### src/rtl/mem_access.sv
// MEM pipeline stage: data-memory handshake FSM with a timeout, plus the MEM/WB register.
// Optional build macro MEM_MISALIGN_CHECK_EN rejects loads and stores to non-word-aligned addresses.
module mem_access #(
  parameter int WAIT_MAX = 15
) (
  input  logic        clock,
  input  logic        reset_n,
  input  logic [1:0]  wb_entrada,
  input  logic [2:0]  m_entrada,
  input  logic [31:0] alu_result,
  input  logic [31:0] write_data,
  input  logic        zero,
  input  logic [4:0]  ex_mem_register_rd,
  output logic        dmem_req,
  output logic        dmem_we,
  output logic [31:0] dmem_addr,
  output logic [31:0] dmem_wdata,
  input  logic [31:0] dmem_rdata,
  input  logic        dmem_ack,
  output logic        stall,
  output logic        pc_src,
  output logic [1:0]  wb_salida,
  output logic [31:0] read_data,
  output logic [31:0] alu_out,
  output logic [4:0]  mem_wb_register_rd,
  output logic        mem_error
);

  typedef enum logic [1:0] {IDLE, WAIT, DONE} state_t;

  localparam logic [7:0] LAST_WAIT = 8'(WAIT_MAX - 1);

  state_t      state;
  logic [7:0]  wait_cnt;
  logic [1:0]  pend_wb;
  logic [31:0] pend_alu;
  logic [31:0] pend_data;
  logic [4:0]  pend_rd;
  logic        pend_write;
  logic        pend_kill;

  logic mem_op;
  logic is_write;
  logic misaligned;

  // A set mem_write wins over mem_read, so a double-flagged access is a store.
  assign mem_op   = m_entrada[1] | m_entrada[0];
  assign is_write = m_entrada[0];
  assign pc_src   = m_entrada[2] & zero;

`ifdef MEM_MISALIGN_CHECK_EN
  assign misaligned = (alu_result[1:0] != 2'b00);
`else
  assign misaligned = 1'b0;
`endif

  always_ff @(posedge clock or negedge reset_n) begin
    if (!reset_n) begin
      state              <= IDLE;
      wait_cnt           <= '0;
      dmem_req           <= 1'b0;
      dmem_we            <= 1'b0;
      dmem_addr          <= '0;
      dmem_wdata         <= '0;
      stall              <= 1'b0;
      mem_error          <= 1'b0;
      wb_salida          <= '0;
      read_data          <= '0;
      alu_out            <= '0;
      mem_wb_register_rd <= '0;
      pend_wb            <= '0;
      pend_alu           <= '0;
      pend_data          <= '0;
      pend_rd            <= '0;
      pend_write         <= 1'b0;
      pend_kill          <= 1'b0;
    end else begin
      case (state)
        IDLE: begin
          if (mem_op) begin
            // Snapshot the instruction so DONE retires it even if EX/MEM moves on.
            pend_wb    <= wb_entrada;
            pend_alu   <= alu_result;
            pend_rd    <= ex_mem_register_rd;
            pend_write <= is_write;
            pend_data  <= '0;
            wait_cnt   <= '0;
            wb_salida  <= 2'b00;
            if (misaligned) begin
              mem_error <= 1'b1;
              pend_kill <= 1'b1;
              state     <= DONE;
            end else begin
              pend_kill  <= 1'b0;
              dmem_req   <= 1'b1;
              dmem_addr  <= alu_result;
              dmem_wdata <= write_data;
              dmem_we    <= is_write;
              stall      <= 1'b1;
              state      <= WAIT;
            end
          end else begin
            wb_salida          <= wb_entrada;
            read_data          <= '0;
            alu_out            <= alu_result;
            mem_wb_register_rd <= ex_mem_register_rd;
          end
        end

        WAIT: begin
          wait_cnt <= wait_cnt + 8'd1;
          if (dmem_ack || (wait_cnt == LAST_WAIT)) begin
            pend_data <= dmem_ack ? dmem_rdata : 32'd0;
            mem_error <= mem_error | ~dmem_ack;
            dmem_req  <= 1'b0;
            dmem_we   <= 1'b0;
            stall     <= 1'b0;
            state     <= DONE;
          end
        end

        DONE: begin
          wb_salida          <= pend_kill ? 2'b00 : {pend_wb[1] & ~pend_write, pend_wb[0]};
          read_data          <= pend_data;
          alu_out            <= pend_alu;
          mem_wb_register_rd <= pend_rd;
          state              <= IDLE;
        end

        default: state <= IDLE;
      endcase
    end
  end

endmodule

### config.mk
export PLATFORM = sky130hd
export DESIGN_NAME = mem_access
export DESIGN_NICKNAME = d
export VERILOG_FILES = /design/src/rtl/mem_access.sv
export SDC_FILE = /design/constraint.sdc
export NUM_CORES = 1
export LEC_CHECK = 0
export ABC_CLOCK_PERIOD_IN_PS = 2500
export CORE_MARGIN = 2
export CORE_UTILIZATION = 50
export CTS_CLUSTER_DIAMETER = 150
export DETAILED_ROUTE_END_ITERATION = 8
export DONT_BUFFER_PORTS = 1
export SYNTH_ARGS = -nofsm -noshare
export SYNTH_HDL_FRONTEND = slang
export SYNTH_SLANG_ARGS = --single-unit
### constraint.sdc
create_clock -name clock -period 2.5 [get_ports clock]
set_clock_uncertainty 0.15 [all_clocks]
set_input_delay 0.25 -clock clock [delete_from_list [all_inputs] [get_ports clock]]
set_output_delay 0.25 -clock clock [all_outputs]
set_load 0.005 [all_outputs]
### Yosys cells after proc, flatten, opt, wreduce, memory -nomap -nowiden

Index checks and enable logic that the tools add are counted.

| word-level totals | value |
|---|---|
| register bits | 188 |
| input port bits | 110 |
| output and inout bits | 140 |
| logic and storage cells | 60 |

| cells by class | value |
|---|---|
| add/sub/neg operators | 1 |
| equal/unequal tests | 6 |
| mux-type cells | 22 |
| bitwise operators | 6 |
| reduce and logical (&&, ||, !) cells | 10 |

Operators by type and width:

| cell | number |
|---|---|
| 32-bit one-hot mux with 2 select lines | 3 |
| 32-bit 2-to-1 mux | 5 |
| 8-bit one-hot mux with 2 select lines | 1 |
| 5-bit one-hot mux with 2 select lines | 1 |
| 2-bit AND reduction | 5 |
| 8-bit by 1-bit adder with 8-bit output (second input constant) | 1 |
| 8-bit by 4-bit equality test with 1-bit output (second input constant) | 1 |
| 8-bit 2-to-1 mux | 1 |
| 2-bit one-hot mux with 2 select lines | 2 |
| 2-bit 2-to-1 mux | 3 |
| 2-bit inequality test (second input constant) | 3 |
| 5-bit 2-to-1 mux | 1 |
| 1-bit one-hot mux with 2 select lines | 2 |
| 2-bit nonzero test | 2 |
| 1-bit 2-to-1 mux | 3 |
| 3-bit AND reduction | 1 |
| 1-bit bitwise AND | 2 |
| 2-bit by 1-bit equality test with 1-bit output (second input constant) | 1 |
| 2-bit equality test (second input constant) | 1 |
| 2-bit logical NOT | 1 |
| 1-bit NOT | 2 |
| 1-bit OR | 2 |
| 1-bit logical OR | 1 |

### Longest topological paths before layout

| logic depth | value |
|---|---|
| depth in word-level cells | 4 |
| mapped depth | 7 |
| gate-level depth less buffers | 6 |

### Worst setup path after synthesis

OpenSTA, ideal clock, no wires.

| timing path | value |
|---|---|
| path type | register to register |
| start | reg wait_cnt[0] |
| end | reg pend_data[10] |
| setup time | 0.121 ns |
| data arrival time | 1.450 ns |
| data required time | 2.229 ns |
| setup slack | 0.779 ns |
| cell stages (with the launch flop) | 8 |
| path buffers | 1 |
| period minus slack after synthesis | 1.721 ns |
| path through | dfrtp_1 inv_1 ha_1 nand4b_2 o41ai_4 o21ai_2 buf_6 a22o_1 |

| between the ends | value |
|---|---|
| word-level cells in the longest chain between the ends | 4 |

RTL lines:

| what | line | RTL |
|---|---|---|
| start: declaration | 34 | `logic [7:0] wait_cnt;` |
| start signal: assignment | 111 | `wait_cnt <= wait_cnt + 8'd1;` |
| 8-bit by 4-bit equality test with 1-bit output | 112 | `if (dmem_ack \|\| (wait_cnt == LAST_WAIT)) begin` |
| 1-bit logical OR | 112 |  |
| 2-bit inequality test (no source line) | - |  |
| 3-bit AND reduction (no source line) | - |  |
| end signal: assignment | 113 | `pend_data <= dmem_ack ? dmem_rdata : 32'd0;` |
| end: declaration | 37 | `logic [31:0] pend_data;` |

No other way between the ends.
A chain may end at the register's enable or synchronous reset.

### Final worst setup path

| timing path | value |
|---|---|
| start | reg state[1] |
| end | reg pend_write |

| between the ends | value |
|---|---|
| word-level cells in the longest chain between the ends | 2 |

RTL lines:

| what | line | RTL |
|---|---|---|
| start: declaration | 33 | `state_t state;` |
| start signal: assignment | 59 | `state <= IDLE;` |
| start signal: assignment | 92 | `state <= DONE;` |
| start signal: assignment | 100 | `state <= WAIT;` |
| 2-bit logical NOT | 78 | `case (state)` |
| 2-bit AND reduction (no source line) | - |  |
| end signal: assignment | 85 | `pend_write <= is_write;` |
| end: declaration | 39 | `logic pend_write;` |

No other way between the ends.

==> out/qor.txt <==
==========================================================================================
Run status                                                                    finished with violations
Violated checks                                                               negative hold slack
Number of nets with antenna violations after routing                                     0
Area growth from synthesis to layout                                                 24.2%
Average wire length per cell after detail routing                                  18.4 um
Post-layout net count                                                                  893
Warning count from the yosys run                                                         0
Xor/xnor share of the synthesized area                                             0.00117
Static leakage                                                                     4.47 nW
Period utilisation layout                                                            0.787
Register-to-Register Setup Slack                                                   0.53 ns
Worst VDD drop                                                                    0.545 mV
Setup repair after global routing missed its margin                                  false
Count of pins over their slew limit                                                      0
Max capacitance violation total                                                          0
Number of buffers inserted for hold repair after clock tree synthesis                  107
Number of search-and-repair iterations in the first detailed-routing pass                5
Min Clock Period, post-route                                                       1.97 ns
Root Buffer                                                                   sky130_fd_sc_hd__clkbuf_16
Die area                                                                      15,900 sq um
Clock sink total                                                                       188
Insertion delay of the later-clocked pin in the worst-skew pair                    0.42 ns
Via count                                                                            5,376
Clock tree from TritonCTS                                                              yes
Final Wtd Congestion                                                                 0.795
Adder-Cell Fraction of Synth Area                                                  0.00335
Critical path peak fanout                                                               14
Core Util, Final                                                                     0.637
HP Class                                                                      input port to async pin
Post-synthesis instance total                                                          688
Endpoint arrival time on the critical path                                         2.12 ns
Number of distinct standard cells referenced by the synthesized netlist                 36
Largest net degree at the start of global routing                                      189
Final non-filler cell total                                                            977
Number of input and output port buffers inserted                                         0
Number of antenna violations at the first check in global routing                        0
Total negative setup slack                                                            0 ns
Cell area after synthesis                                                       7460 sq um
Total setup buffers inserted after CTS                                                   0
Aggregate global routing overflow                                                        0
Count of endpoints failing hold in the final timing report                             188
Die height                                                                          126 um
Compound-cell area share of the yosys netlist                                        0.124
Crit path required time                                                            2.65 ns
Fraction of layout instances using a drive strength above 1                         0.0681
Number of placed I/O pins                                                              250
First-pass GRT wire length                                                         29.4 mm
Overall global routing resource usage                                                0.230
Sequential area share after synthesis                                                0.631
Total number of H-tree levels                                                            4
Half-perimeter wire length after placement                                         11.3 mm
Inserted Diodes                                                                          0
Critical setup path kind                                                      flop to flop
Final setup violation count                                                              0
Mux share of post-synthesis cell area                                               0.0550
Filler cells                                                                         1,148
Avg Inst Size Synth                                                             10.8 sq um
Via count of the first global-routing pass                                           5,575
Width of the chip                                                                   126 um
Highest achievable clock rate                                                    0.508 GHz
Starting utilization of the core area                                                0.513
Wire length after detailed routing                                                 17.9 mm
Cell Pwr Density                                                              1210 nW/um^2
Final total power                                                                  11.2 mW
Simple-gate portion of the synthesized area                                          0.150
Transition time at the pin with the least slew margin                              1.13 ns
Syn_nets                                                                               800
Worst-case clock buffer depth                                                            2
Combinational family with the most area after synthesis                       simple AND/OR/NAND/NOR gates
Register bit count reported by yosys                                                   188
Count of unresolved DRC violations after routing                                         0
Initial DRC Count                                                                      397
Placeable Area                                                                14,500 sq um
Kind of start point of the critical path                                              flop
Max-slew headroom at the worst pin                                                   0.246
DP Cell Count                                                                          839
Final worst hold slack                                                           -0.627 ns
CP endpoint kind                                                                      flop
Clock edge transition at the registers on the reported setup and hold paths        0.07 ns
Via-to-Cell Ratio                                                                     5.50
Number of placement rows                                                                44
Clock buffers created by TritonCTS                                                      17
==========================================================================================
## kinds of logic (layout without fill, tap and decap cells)
logic type	count (synthesis)	after routing
buf+inv	49	154
fa+ha+maj	2	2
compound gates	124	124
flops	188	188
simple gates	283	283
mux	41	41
xor+xnor	1	1
## critical path, cell delays in order (launching register included)
cell and delay (ns):
sky130_fd_sc_hd__dfrtp_1 0.58, sky130_fd_sc_hd__nor2_2 0.28, sky130_fd_sc_hd__nand2_1 0.10, sky130_fd_sc_hd__a22o_1 0.18, sky130_fd_sc_hd__dlygate4sd3_1 0.56
## cells in the mapped netlist
library cell | instances | area, sq um
sky130_fd_sc_hd__nand2_1 | 260 | 976
sky130_fd_sc_hd__dfrtp_1 | 188 | 4700
sky130_fd_sc_hd__a22o_1 | 66 | 578
sky130_fd_sc_hd__mux2i_1 | 41 | 410
sky130_fd_sc_hd__o21ai_1 | 37 | 185
sky130_fd_sc_hd__buf_2 | 27 | 135
sky130_fd_sc_hd__clkbuf_1 | 9 | 33.8
sky130_fd_sc_hd__buf_4 | 6 | 45.0
sky130_fd_sc_hd__nor2_1 | 6 | 22.5
sky130_fd_sc_hd__a21oi_1 | 4 | 20.0
sky130_fd_sc_hd__inv_1 | 4 | 15.0
sky130_fd_sc_hd__o21ai_0 | 4 | 20.0
sky130_fd_sc_hd__buf_6 | 3 | 33.8
sky130_fd_sc_hd__o21ai_2 | 3 | 26.3
sky130_fd_sc_hd__o22ai_1 | 3 | 18.8
sky130_fd_sc_hd__and3_1 | 2 | 12.5
sky130_fd_sc_hd__ha_1 | 2 | 25.0
sky130_fd_sc_hd__nand3_1 | 2 | 10.0
sky130_fd_sc_hd__nand4_1 | 2 | 12.5
sky130_fd_sc_hd__nor2b_1 | 2 | 12.5
sky130_fd_sc_hd__o21a_1 | 2 | 15.0
sky130_fd_sc_hd__a21oi_2 | 1 | 8.76
sky130_fd_sc_hd__a31o_2 | 1 | 8.76
sky130_fd_sc_hd__and2_1 | 1 | 6.26
sky130_fd_sc_hd__nand2b_1 | 1 | 6.26
sky130_fd_sc_hd__nand4b_2 | 1 | 15.0
sky130_fd_sc_hd__nor2_2 | 1 | 6.26
sky130_fd_sc_hd__nor2_4 | 1 | 11.3
sky130_fd_sc_hd__nor3_1 | 1 | 5.00
sky130_fd_sc_hd__nor3_2 | 1 | 10.0
sky130_fd_sc_hd__nor4_1 | 1 | 6.26
sky130_fd_sc_hd__nor4b_1 | 1 | 8.76
sky130_fd_sc_hd__o221ai_1 | 1 | 8.76
sky130_fd_sc_hd__o41a_1 | 1 | 11.3
sky130_fd_sc_hd__o41ai_4 | 1 | 27.5
sky130_fd_sc_hd__xor2_1 | 1 | 8.76
## where the power goes
part           internal (mW)  switching (mW)
clock                   1.49            1.11
combinational           1.29            1.65
sequential              4.42            1.26
total                   7.19            4.03
## cells in the final DEF, fill, tap and decap left out, types with 2 or more instances in the layout
master	count
sky130_fd_sc_hd__nor2_1	5
sky130_fd_sc_hd__nand2_1	260
sky130_fd_sc_hd__inv_1	4
sky130_fd_sc_hd__clkinv_2	6
sky130_fd_sc_hd__o21ai_0	4
sky130_fd_sc_hd__dfrtp_1	188
sky130_fd_sc_hd__o21ai_1	37
sky130_fd_sc_hd__o22ai_1	3
sky130_fd_sc_hd__buf_4	7
sky130_fd_sc_hd__o21a_1	2
sky130_fd_sc_hd__a21oi_1	4
sky130_fd_sc_hd__and3_1	2
sky130_fd_sc_hd__ha_1	2
sky130_fd_sc_hd__bufinv_16	2
sky130_fd_sc_hd__a22o_1	66
sky130_fd_sc_hd__clkinv_4	3
sky130_fd_sc_hd__buf_12	5
sky130_fd_sc_hd__clkbuf_16	17
sky130_fd_sc_hd__nor2_2	2
sky130_fd_sc_hd__o21ai_4	2
sky130_fd_sc_hd__mux2i_1	41
sky130_fd_sc_hd__dlygate4sd3_1	107
sky130_fd_sc_hd__nand4_1	2
sky130_fd_sc_hd__nand3_1	2
## layout make-up
| class | count | area, sq um | share of cell area |
|---|---|---|---|
| clock inverters | 12 | 124 | 0.0134 |
| clock buffers | 19 | 443 | 0.0478 |
| well taps | 184 | 230 | 0.0248 |
| flip-flops and latches | 188 | 4700 | 0.508 |
| repair buffers | 119 | 1220 | 0.132 |
| inverters | 4 | 15.0 | 0.00162 |
| multi-input cells | 451 | 2520 | 0.273 |
## worst paths after layout
check,start,end,depth (start not counted)
hold / removal,reset_n,read_data[23]$_DFFE_PN0P_,0
setup reg to reg,state[1]$_DFFE_PN0P_,pend_write$_DFFE_PN0P_,4
min in group clock,m_entrada[0],dmem_we$_DFFE_PN0P_,3
max in group asynchronous,reset_n,read_data[4]$_DFFE_PN0P_,0
setup / recovery,state[1]$_DFFE_PN0P_,pend_write$_DFFE_PN0P_,4
hold reg to reg,pend_rd[4]$_DFFE_PN0P_,pend_rd[4]$_DFFE_PN0P_,2
## per-layer routing
| metal | up-vias | global-route usage | wire length, um |
|---|---|---|---|
| met1 | 2644 | 0.292 | 7330 |
| met4 | 0 | 0.0692 | 269 |
| met2 | 219 | 0.379 | 8840 |
| met5 | - | 0 | 0 |
| li1 | 2488 | - | - |
| met3 | 25 | 0.0739 | 1490 |
## repair_timing
action,CTS,global route
resized for setup,0,0
endpoints found under the hold margin,335,188
setup endpoints to repair,0,0
## registers in the layout (all words and copies together), names as in the netlist
register and count:
alu_out 32, dmem_wdata 32, pend_alu 32, pend_data 32
read_data 32, wait_cnt 8, mem_wb_register_rd 5, pend_rd 5
pend_wb 2, state 2, wb_salida 2, dmem_we 1
mem_error 1, pend_write 1, stall 1
## through the flow
step,instance area (sq um),worst slack [ns]
after floorplan,7460,0.779
after global placement,7630,0.613
after detailed placement,7630,0.552
after CTS,9270,0.531
after global routing,9270,0.361
final,9270,0.533
Note: power is estimated with default switching activity, not from simulation.
